==> src/rtl/display_scan_controller.sv <==
// -----------------------------------------------------------------------------
// display_scan_controller
//
// Time-multiplexes a 4-character message onto a 4-digit display. The display
// shares one character decoder between the digits. Each digit is lit for DIV
// cycles. Between digits, all digits are dark for GAP cycles so that segments
// do not ghost onto the next digit. A new message is double-buffered: it is
// held in a pending register and copied into the displayed (shadow) register
// only at a frame boundary, or while the scanner is idle. Every frame therefore
// shows characters from a single message.
//
// Ports
//   clk         : single clock, rising edge
//   rst         : synchronous active-high reset
//   enable      : 1 = scan digits, 0 = blank display
//   load_valid  : a new 4-character message is offered on load_chars
//   load_chars  : four 4-bit codes, bits [4i+3:4i] for digit i (digit 0 rightmost)
//   load_ready  : the pending buffer is free, so a message can be accepted
//   char_sel    : character code for the shared decoder
//   digit_en_n  : active-low digit enables, bit i drives digit i
//   frame_done  : one-cycle pulse in the last dead-time cycle of a frame
// -----------------------------------------------------------------------------
module display_scan_controller #(
   parameter int unsigned DIV = 50000,  // digit on-time in cycles, 1 .. 2^20-1
   parameter int unsigned GAP = 2       // inter-digit dead-time in cycles, 1 .. 255
) (
   input  logic        clk,
   input  logic        rst,
   input  logic        enable,
   input  logic        load_valid,
   input  logic [15:0] load_chars,
   output logic        load_ready,
   output logic [3:0]  char_sel,
   output logic [3:0]  digit_en_n,
   output logic        frame_done
);

   typedef enum logic [1:0] {S_IDLE, S_ON, S_OFF} state_e;

   localparam logic [19:0] DIV_M1 = 20'(DIV - 1);
   localparam logic [19:0] GAP_M1 = 20'(GAP - 1);

   state_e      state_q, state_d;
   logic [1:0]  idx_q, idx_d;
   logic [19:0] cnt_q, cnt_d;
   logic [15:0] shadow_q, shadow_d;
   logic [15:0] pending_q, pending_d;
   logic        pend_flag_q, pend_flag_d;
   logic [3:0]  char_sel_q, char_sel_d;
   logic [3:0]  digit_en_n_q, digit_en_n_d;
   logic        frame_done_q, frame_done_d;
   logic        load_ready_q, load_ready_d;

   always_comb begin
      // NOTE: every _d signal gets a default first, so no path leaves it unassigned and no latch is inferred.
      state_d     = state_q;
      idx_d       = idx_q;
      cnt_d       = cnt_q;
      shadow_d    = shadow_q;
      pending_d   = pending_q;
      pend_flag_d = pend_flag_q;

      // Capture and transfer are mutually exclusive. A capture needs an empty
      // buffer, and a transfer needs a full one. A message captured on the
      // frame_done cycle therefore waits for the next boundary.
      if (load_valid && !pend_flag_q) begin
         pending_d   = load_chars;
         pend_flag_d = 1'b1;
      end else if (pend_flag_q && (state_q == S_IDLE || frame_done_q)) begin
         shadow_d    = pending_q;
         pend_flag_d = 1'b0;
      end

      case (state_q)
         S_IDLE: begin
            if (enable) begin
               state_d = S_ON;
               idx_d   = 2'd0;
               cnt_d   = 20'd0;
            end
         end
         S_ON: begin
            if (!enable) begin
               state_d = S_IDLE;
               idx_d   = 2'd0;
               cnt_d   = 20'd0;
            end else if (cnt_q == DIV_M1) begin
               state_d = S_OFF;
               cnt_d   = 20'd0;
            end else begin
               cnt_d = cnt_q + 20'd1;
            end
         end
         S_OFF: begin
            // At the end of a frame, enable only chooses between a new frame
            // and idling. The frame_done pulse has already been issued.
            if (cnt_q == GAP_M1 && idx_q == 2'd3) begin
               state_d = enable ? S_ON : S_IDLE;
               idx_d   = 2'd0;
               cnt_d   = 20'd0;
            end else if (!enable) begin
               state_d = S_IDLE;
               idx_d   = 2'd0;
               cnt_d   = 20'd0;
            end else if (cnt_q == GAP_M1) begin
               state_d = S_ON;
               idx_d   = idx_q + 2'd1;
               cnt_d   = 20'd0;
            end else begin
               cnt_d = cnt_q + 20'd1;
            end
         end
         default: begin
            state_d = S_IDLE;
            idx_d   = 2'd0;
            cnt_d   = 20'd0;
         end
      endcase

      // The outputs are decoded from the next state, so each registered output
      // lines up with the state it describes.
      digit_en_n_d = (state_d == S_ON) ? ~(4'b0001 << idx_d) : 4'b1111;
      char_sel_d   = (state_d == S_ON) ? shadow_d[{idx_d, 2'b00} +: 4] : char_sel_q;
      frame_done_d = (state_d == S_OFF) && (cnt_d == GAP_M1) && (idx_d == 2'd3);
      load_ready_d = ~pend_flag_d;
   end

   always_ff @(posedge clk) begin
      // NOTE: state registers use non-blocking assignments so every register samples pre-edge values.
      if (rst) begin
         state_q      <= S_IDLE;
         idx_q        <= 2'd0;
         cnt_q        <= 20'd0;
         shadow_q     <= 16'hFFFF;
         pending_q    <= 16'hFFFF;
         pend_flag_q  <= 1'b0;
         char_sel_q   <= 4'hF;
         digit_en_n_q <= 4'b1111;
         frame_done_q <= 1'b0;
         load_ready_q <= 1'b1;
      end else begin
         state_q      <= state_d;
         idx_q        <= idx_d;
         cnt_q        <= cnt_d;
         shadow_q     <= shadow_d;
         pending_q    <= pending_d;
         pend_flag_q  <= pend_flag_d;
         char_sel_q   <= char_sel_d;
         digit_en_n_q <= digit_en_n_d;
         frame_done_q <= frame_done_d;
         load_ready_q <= load_ready_d;
      end
   end

   assign load_ready = load_ready_q;
   assign char_sel   = char_sel_q;
   assign digit_en_n = digit_en_n_q;
   assign frame_done = frame_done_q;

endmodule

==> config.mk <==
export PLATFORM = sky130hd
export DESIGN_NAME = display_scan_controller
export DESIGN_NICKNAME = d
export VERILOG_FILES = /design/src/rtl/display_scan_controller.sv
export SDC_FILE = /design/constraint.sdc
export NUM_CORES = 1
export LEC_CHECK = 0
export CORE_ASPECT_RATIO = 0.7
export CORE_MARGIN = 2
export CORE_UTILIZATION = 40
export CTS_CLUSTER_SIZE = 40
export DETAILED_ROUTE_END_ITERATION = 12
export PLACE_DENSITY = 0.64
export SKIP_LAST_GASP = 1
export SLEW_MARGIN = 0
export SYNTH_ARGS = -nofsm -noshare
export SYNTH_HDL_FRONTEND = slang
export SYNTH_SLANG_ARGS = --single-unit
==> constraint.sdc <==
create_clock -name clk -period 3.1 [get_ports clk]
set_clock_uncertainty 0.05 [all_clocks]
set_input_delay 0.62 -clock clk [delete_from_list [all_inputs] [get_ports clk]]
set_output_delay 0.62 -clock clk [all_outputs]
set_load 0.01 [all_outputs]
; After elaboration in Yosys (flattened, before gate mapping)
; Index checks and enable logic that the tools add are counted.
[totals]
regBits = 67
input_bits = 20
[op_classes]
n_addsub = 2
eq_ne = 9
shifts = 2
n_mux = 25
n_bitwise = 3
n_reduce_logical = 9
[ops]
columns = operator, n
row1 = 20-bit 2-to-1 mux, 6
row2 = 20-bit case mux with 3 select lines, 1
row3 = "20-bit by 1-bit equality test with 1-bit output, second input constant", 2
row4 = 16-bit 2-to-1 mux, 2
row5 = 2-bit 2-to-1 mux, 11
row6 = "20-bit by 1-bit adder with 20-bit output, second input constant", 1
row7 = "20-bit by 16-bit equality test with 1-bit output, second input constant", 1
row8 = 16-bit by 5-bit variable part select with 4-bit output, 1
row9 = 2-bit case mux with 3 select lines, 2
row10 = "2-bit equality test, second input constant", 4
row11 = 1-bit logical AND, 5
row12 = "2-bit by 1-bit equality test with 1-bit output, second input constant", 2
row13 = 4-bit NOT, 1
row14 = "1-bit by 2-bit << shifter with 4-bit output, first input constant", 1
row15 = 1-bit 2-to-1 mux, 3
row16 = "2-bit by 1-bit adder with 2-bit output, second input constant", 1
row17 = 2-bit logical NOT, 1
row18 = 1-bit NOT, 2
row19 = 2-bit OR reduction, 1
row20 = 1-bit logical NOT, 1
row21 = 1-bit logical OR, 1

; Longest topological paths before layout
[logic_depth]
ltp_word = 8
depth_mapped = 9
mapped_depth_nobuf = 8

; Worst setup path before layout
; No wires, ideal clock.
[synth_timing]
kind = input port to flip-flop
start = input port enable
end = register frame_done_q (netlist: frame_done)
setup_ns = 0.103
arrival_ns = 2.046
slack_ns = 0.901
stages = 9
path_cell_list = clkbuf_1 -> nand3b_1 -> nor3_1 -> a31oi_2 -> and2_1 -> buf_2 -> nor2_1 -> o2111ai_1 -> a2111oi_2
[synth_via]
elab_chain_len = 6
elab_cells_between_ends = 21
[synth_lines]
columns = element, line_no
row1 = from (decl), 29  ; input logic enable,
row2 = 20-bit 2-to-1 mux (tied with other cells), 101  ; end else if (!enable) begin
row3 = 20-bit 2-to-1 mux or 2-bit 2-to-1 mux (tied branches), 97  ; if (cnt_q == GAP_M1 && idx_q == 2'd3) begin
row4 = 20-bit case mux with 3 select lines or 2-bit case mux with 3 select lines (tied branches), 74  ; case (state_q)
row5 = 20-bit by 1-bit equality test with 1-bit output or 2-bit equality test (tied branches), 124  ; frame_done_d = (state_d == S_OFF) && (cnt_d == GAP_M1) && (idx_d == 2'd3);
row6 = 1-bit logical AND, 124
row7 = 1-bit logical AND (*), 124
row8 = to (signal assigned), 150  ; frame_done_q <= frame_done_d;
row9 = to (decl), 51  ; logic frame_done_q, frame_done_d;
; Every way passes the cells marked *; elsewhere a longest branch is shown, timed or not.
; A chain may end at the register's enable or synchronous reset.

; Final worst setup path
[layout_timing]
start = register cnt_q[2]
end = register frame_done_q (netlist: frame_done)
[layout_via]
elab_chain_len = 8
elab_cells_between_ends = 26
[layout_lines]
columns = element, line_no
row1 = from (decl), 45  ; logic [19:0] cnt_q, cnt_d;
row2 = from (signal assigned), 144  ; cnt_q <= cnt_d;
row3 = 20-bit by 1-bit adder with 20-bit output or 20-bit by 1-bit equality test with 1-bit output (tied branches), -
row4 = 20-bit 2-to-1 mux or 2-bit 2-to-1 mux (tied branches), 105  ; end else if (cnt_q == GAP_M1) begin
row5 = 20-bit 2-to-1 mux or 2-bit 2-to-1 mux (tied branches), 101
row6 = 20-bit 2-to-1 mux or 2-bit 2-to-1 mux (tied branches), 97
row7 = 20-bit case mux with 3 select lines or 2-bit case mux with 3 select lines (tied branches), 74
row8 = 20-bit by 1-bit equality test with 1-bit output or 2-bit equality test (tied branches), 124
row9 = 1-bit logical AND, 124
row10 = 1-bit logical AND (*), 124
; Marked as above.

==> flow_metrics.tcl <==
set metrics [dict create \
    outcome "finished, final reports clean" \
    antenna_cells 0 \
    tns_ns 0 \
    period_share_pct 87.03 \
    place_area_sq_um 3832 \
    vias 3070 \
    routed_wl_um 8535 \
    timing.fmax_ghz 0.3707 \
    ir_drop_mv 0.3634 \
    dp_hpwl_um 5864 \
    cp_max_fo 12 \
    slew_violations 0 \
    ys_ff_latch 67 \
    die_h_um 82.37 \
    max_slew_margin_pct 51.63 \
    syn-instance-count 413 \
    finalHoldViolations 0 \
    multiInputGateArea_sq_um 1961 \
    whs_endpoint "shadow_q[14]$_SDFF_PP1_" \
    gp_congestion 0.8680 \
    p_leak_uw 0.001554 \
    utilization_pct 48.78 \
    ios 30 \
    design_area_sq_um 4135 \
    dr.pass1.iters 5 \
    power.density_nw_per_um2 522.7 \
    synth_enable_flop_cells 0 \
    die_w_um 116.0 \
    wl_met1_um 4701 \
    critical-path-slowest-cell "dfxtp_1" \
    hold_start "shadow_q[14]$_SDFF_PP1_" \
    synthesis.nets 436 \
    cap_violations 0 \
    synth-main-ff-cell "dfxtp_1" \
    rows 28 \
    vias_per_cell 5.572 \
    clock-root-buffer "clkbuf_16" \
    final-setup-viol-count 0 \
    dr_wl_met2_um 3254 \
    required_ns 3.27 \
    clkTransAtPathRegs_ns 0.05 \
    yosys.area.top_type_share_pct 38.22 \
    nFillCells 822 \
    synth_area_sq_um 3510 \
    critical_path_class "reg2reg" \
    antenna_found_initial 0 \
    nets 450 \
    clock_sinks 67 \
    r2r-start "cnt_q[2]$_SDFF_PP0_" \
    dieArea_sq_um 9551 \
    yosysUniqueCellTypes 57 \
    drtIter0Drc 253 \
    drive_above_1_share_pct 10.21 \
    worstPathArrival_ns 2.87 \
    drc 0 \
    synth_area_leader_cell "dfxtp_1" \
    top_layer "met4" \
    numCtsBuffers 9 \
    start_util_pct 41.40 \
    crit_top_cell "and4_1" \
    grt_pass1_vias 2542 \
    post_cts_buffers 0 \
    ff_latch_area_sq_um 1341 \
    clockBufferDepth 2 \
    r2r-end "frame_done$_SDFF_PP0_" \
    htreeDepth 3 \
    grt_usage_pct 18.92 \
    cts_resized 0 \
    detail_route.wl_per_cell_um 15.49 \
    grt_first_pass_wirelength_um 13670 \
    area_delta_synth_final_pct 17.83 \
    synth_async_sr_flop_share_pct 0 \
    dr_wl_met3_um 516 \
    crit_path_start_kind "register" \
    worst-r2r-cell-count 7 \
    cpPeakStageDelay_ns 0.53 \
    hold_path_depth 2 \
    ys_warn_count 0 \
    yosys-top-cells-area "dfxtp_1 38%, nand2_1 5.6%, nand3b_1 4.7%" \
    cts_tree "yes" \
    holdBufCountCts 0 \
    endpoint_kind "register" \
    reg2reg_slack_ns 0.40 \
    gr-total-overflow 0 \
    rsz0062_at_grt "false" \
    final_antenna_net_count 0 \
    hold_class "reg2reg" \
    io_buffers 29 \
    cp_cell_sequence "and4_1 -> and4_1 -> mux2i_1 -> o21ai_0 -> o41ai_2 -> o211ai_1 -> a2111oi_2" \
    period_needed_ns 2.698 \
    core_area_sq_um 8478 \
    clock_latency_ns 0.33 \
    synth_seq_area_share_pct 38.22 \
    tightest_slew_ns 0.7256 \
    avgSynthCellArea_sq_um 8.498 \
    grt_start_max_net_pins 39 \
]
cell families (layout without fill, tap and decap cells):
group	after synthesis	in the layout	share of synthesized area [%]
xor gates and xnor gates	7	7	1.747
muxes	10	10	2.959
AOI/OAI and AO/OA	102	102	21.64
adders and majority gates	3	3	1.070
buffers and inverters	43	61	5.989
DFF	67	67	38.22
and+or+nand+nor	181	181	28.38
critical path: cells and delay by family (launching register included):
family	cells	cell delay, ns
multiplexers	1	0.19
AO/OA/AOI/OAI	4	1.04
flip-flops	1	0.53
AND/OR/NAND/NOR	2	0.78
Yosys cell counts, types with 7 or more instances:
library cell and count:
nor3_1 12, inv_1 10, buf_2 9, a31oi_1 8, and2_1 8, clkbuf_1 19
nor2_1 26, a211o_1 18, a21oi_1 26, nand3_1 7, nor2b_1 21, dfxtp_1 67
mux2i_1 7, nand2_1 52, nand3b_1 22, o21ai_0 13
worst max-delay path by stage:
stage / startpoint / endpoint / slack (ns)
after floorplan: enable / frame_done$_SDFF_PP0_ / 0.90
after global routing: cnt_q[2]$_SDFF_PP0_ / frame_done$_SDFF_PP0_ / 0.15
after global placement: enable / char_sel[1]$_SDFFE_PP1N_ / 0.36
final: cnt_q[2]$_SDFF_PP0_ / frame_done$_SDFF_PP0_ / 0.40
after CTS: cnt_q[2]$_SDFF_PP0_ / frame_done$_SDFF_PP0_ / 0.47
after detailed placement: enable / frame_done$_SDFF_PP0_ / 0.28
per-stage QoR:
step	worst slack [ns]	instances	hold WS (ns)	power, uW
5_1_grt	0.1479	551	0.4383	2249
3_5_place_dp	0.2777	536	0.4022	1148
6_report	0.4022	551	0.4139	2162
3_3_place_gp	0.3588	536	0.3923	1145
2_1_floorplan	0.9010	413	0.3821	1074
4_1_cts	0.4720	551	0.4162	2182
sequential cells by signal, summed over array words and instances (netlist names):
name         flops
cnt_q           20
pending_q       16
shadow_q        16
char_sel         4
digit_en_n       4
idx_q            2
state_q          2
frame_done       1
load_ready       1
pend_flag_q      1
cell type report:
class	instances	share of cell area [%]
Clock inverter	4	1.210
Multi-Input combinational cell	303	47.41
Sequential cell	67	32.44
Tap cell	120	3.631
Clock buffer	11	6.112
Timing Repair Buffer	36	8.290
Inverter	10	0.9077
layout by cell type (no fill, tap or decap), drive strengths merged, types with 2 or more instances in the layout:
cell,count
a211o,18
a211oi,5
a21boi,2
a21o,4
a21oi,26
a22oi,5
a2bb2oi,2
a311oi,4
a31oi,10
and2,8
and3,6
and4,4
buf,7
clkbuf,11
clkdlybuf4s50,29
clkinvlp,2
dfxtp,67
ha,3
inv,10
mux2,3
mux2i,7
nand2,54
nand3,7
nand3b,22
nand4,5
nand4b,2
nor2,27
nor2b,21
nor3,13
nor4,4
o211ai,3
o21ai,14
or3,5
xnor2,5
xor2,2
per-layer routing:
layer	track usage (%)	vias to the layer above
met5	0	-
met1	30.21	1461
met2	24.27	94
met3	5.401	5
li1	-	1510
met4	3.929	0
report_power, final:
part | leakage, uW | switching (uW) | internal (uW)
Sequential | 0.000549 | 25.4 | 903
Combinational | 0.000862 | 109 | 96.2
Clock | 0.000144 | 368 | 660
No activity file was read; power rests on OpenSTA's default activity.
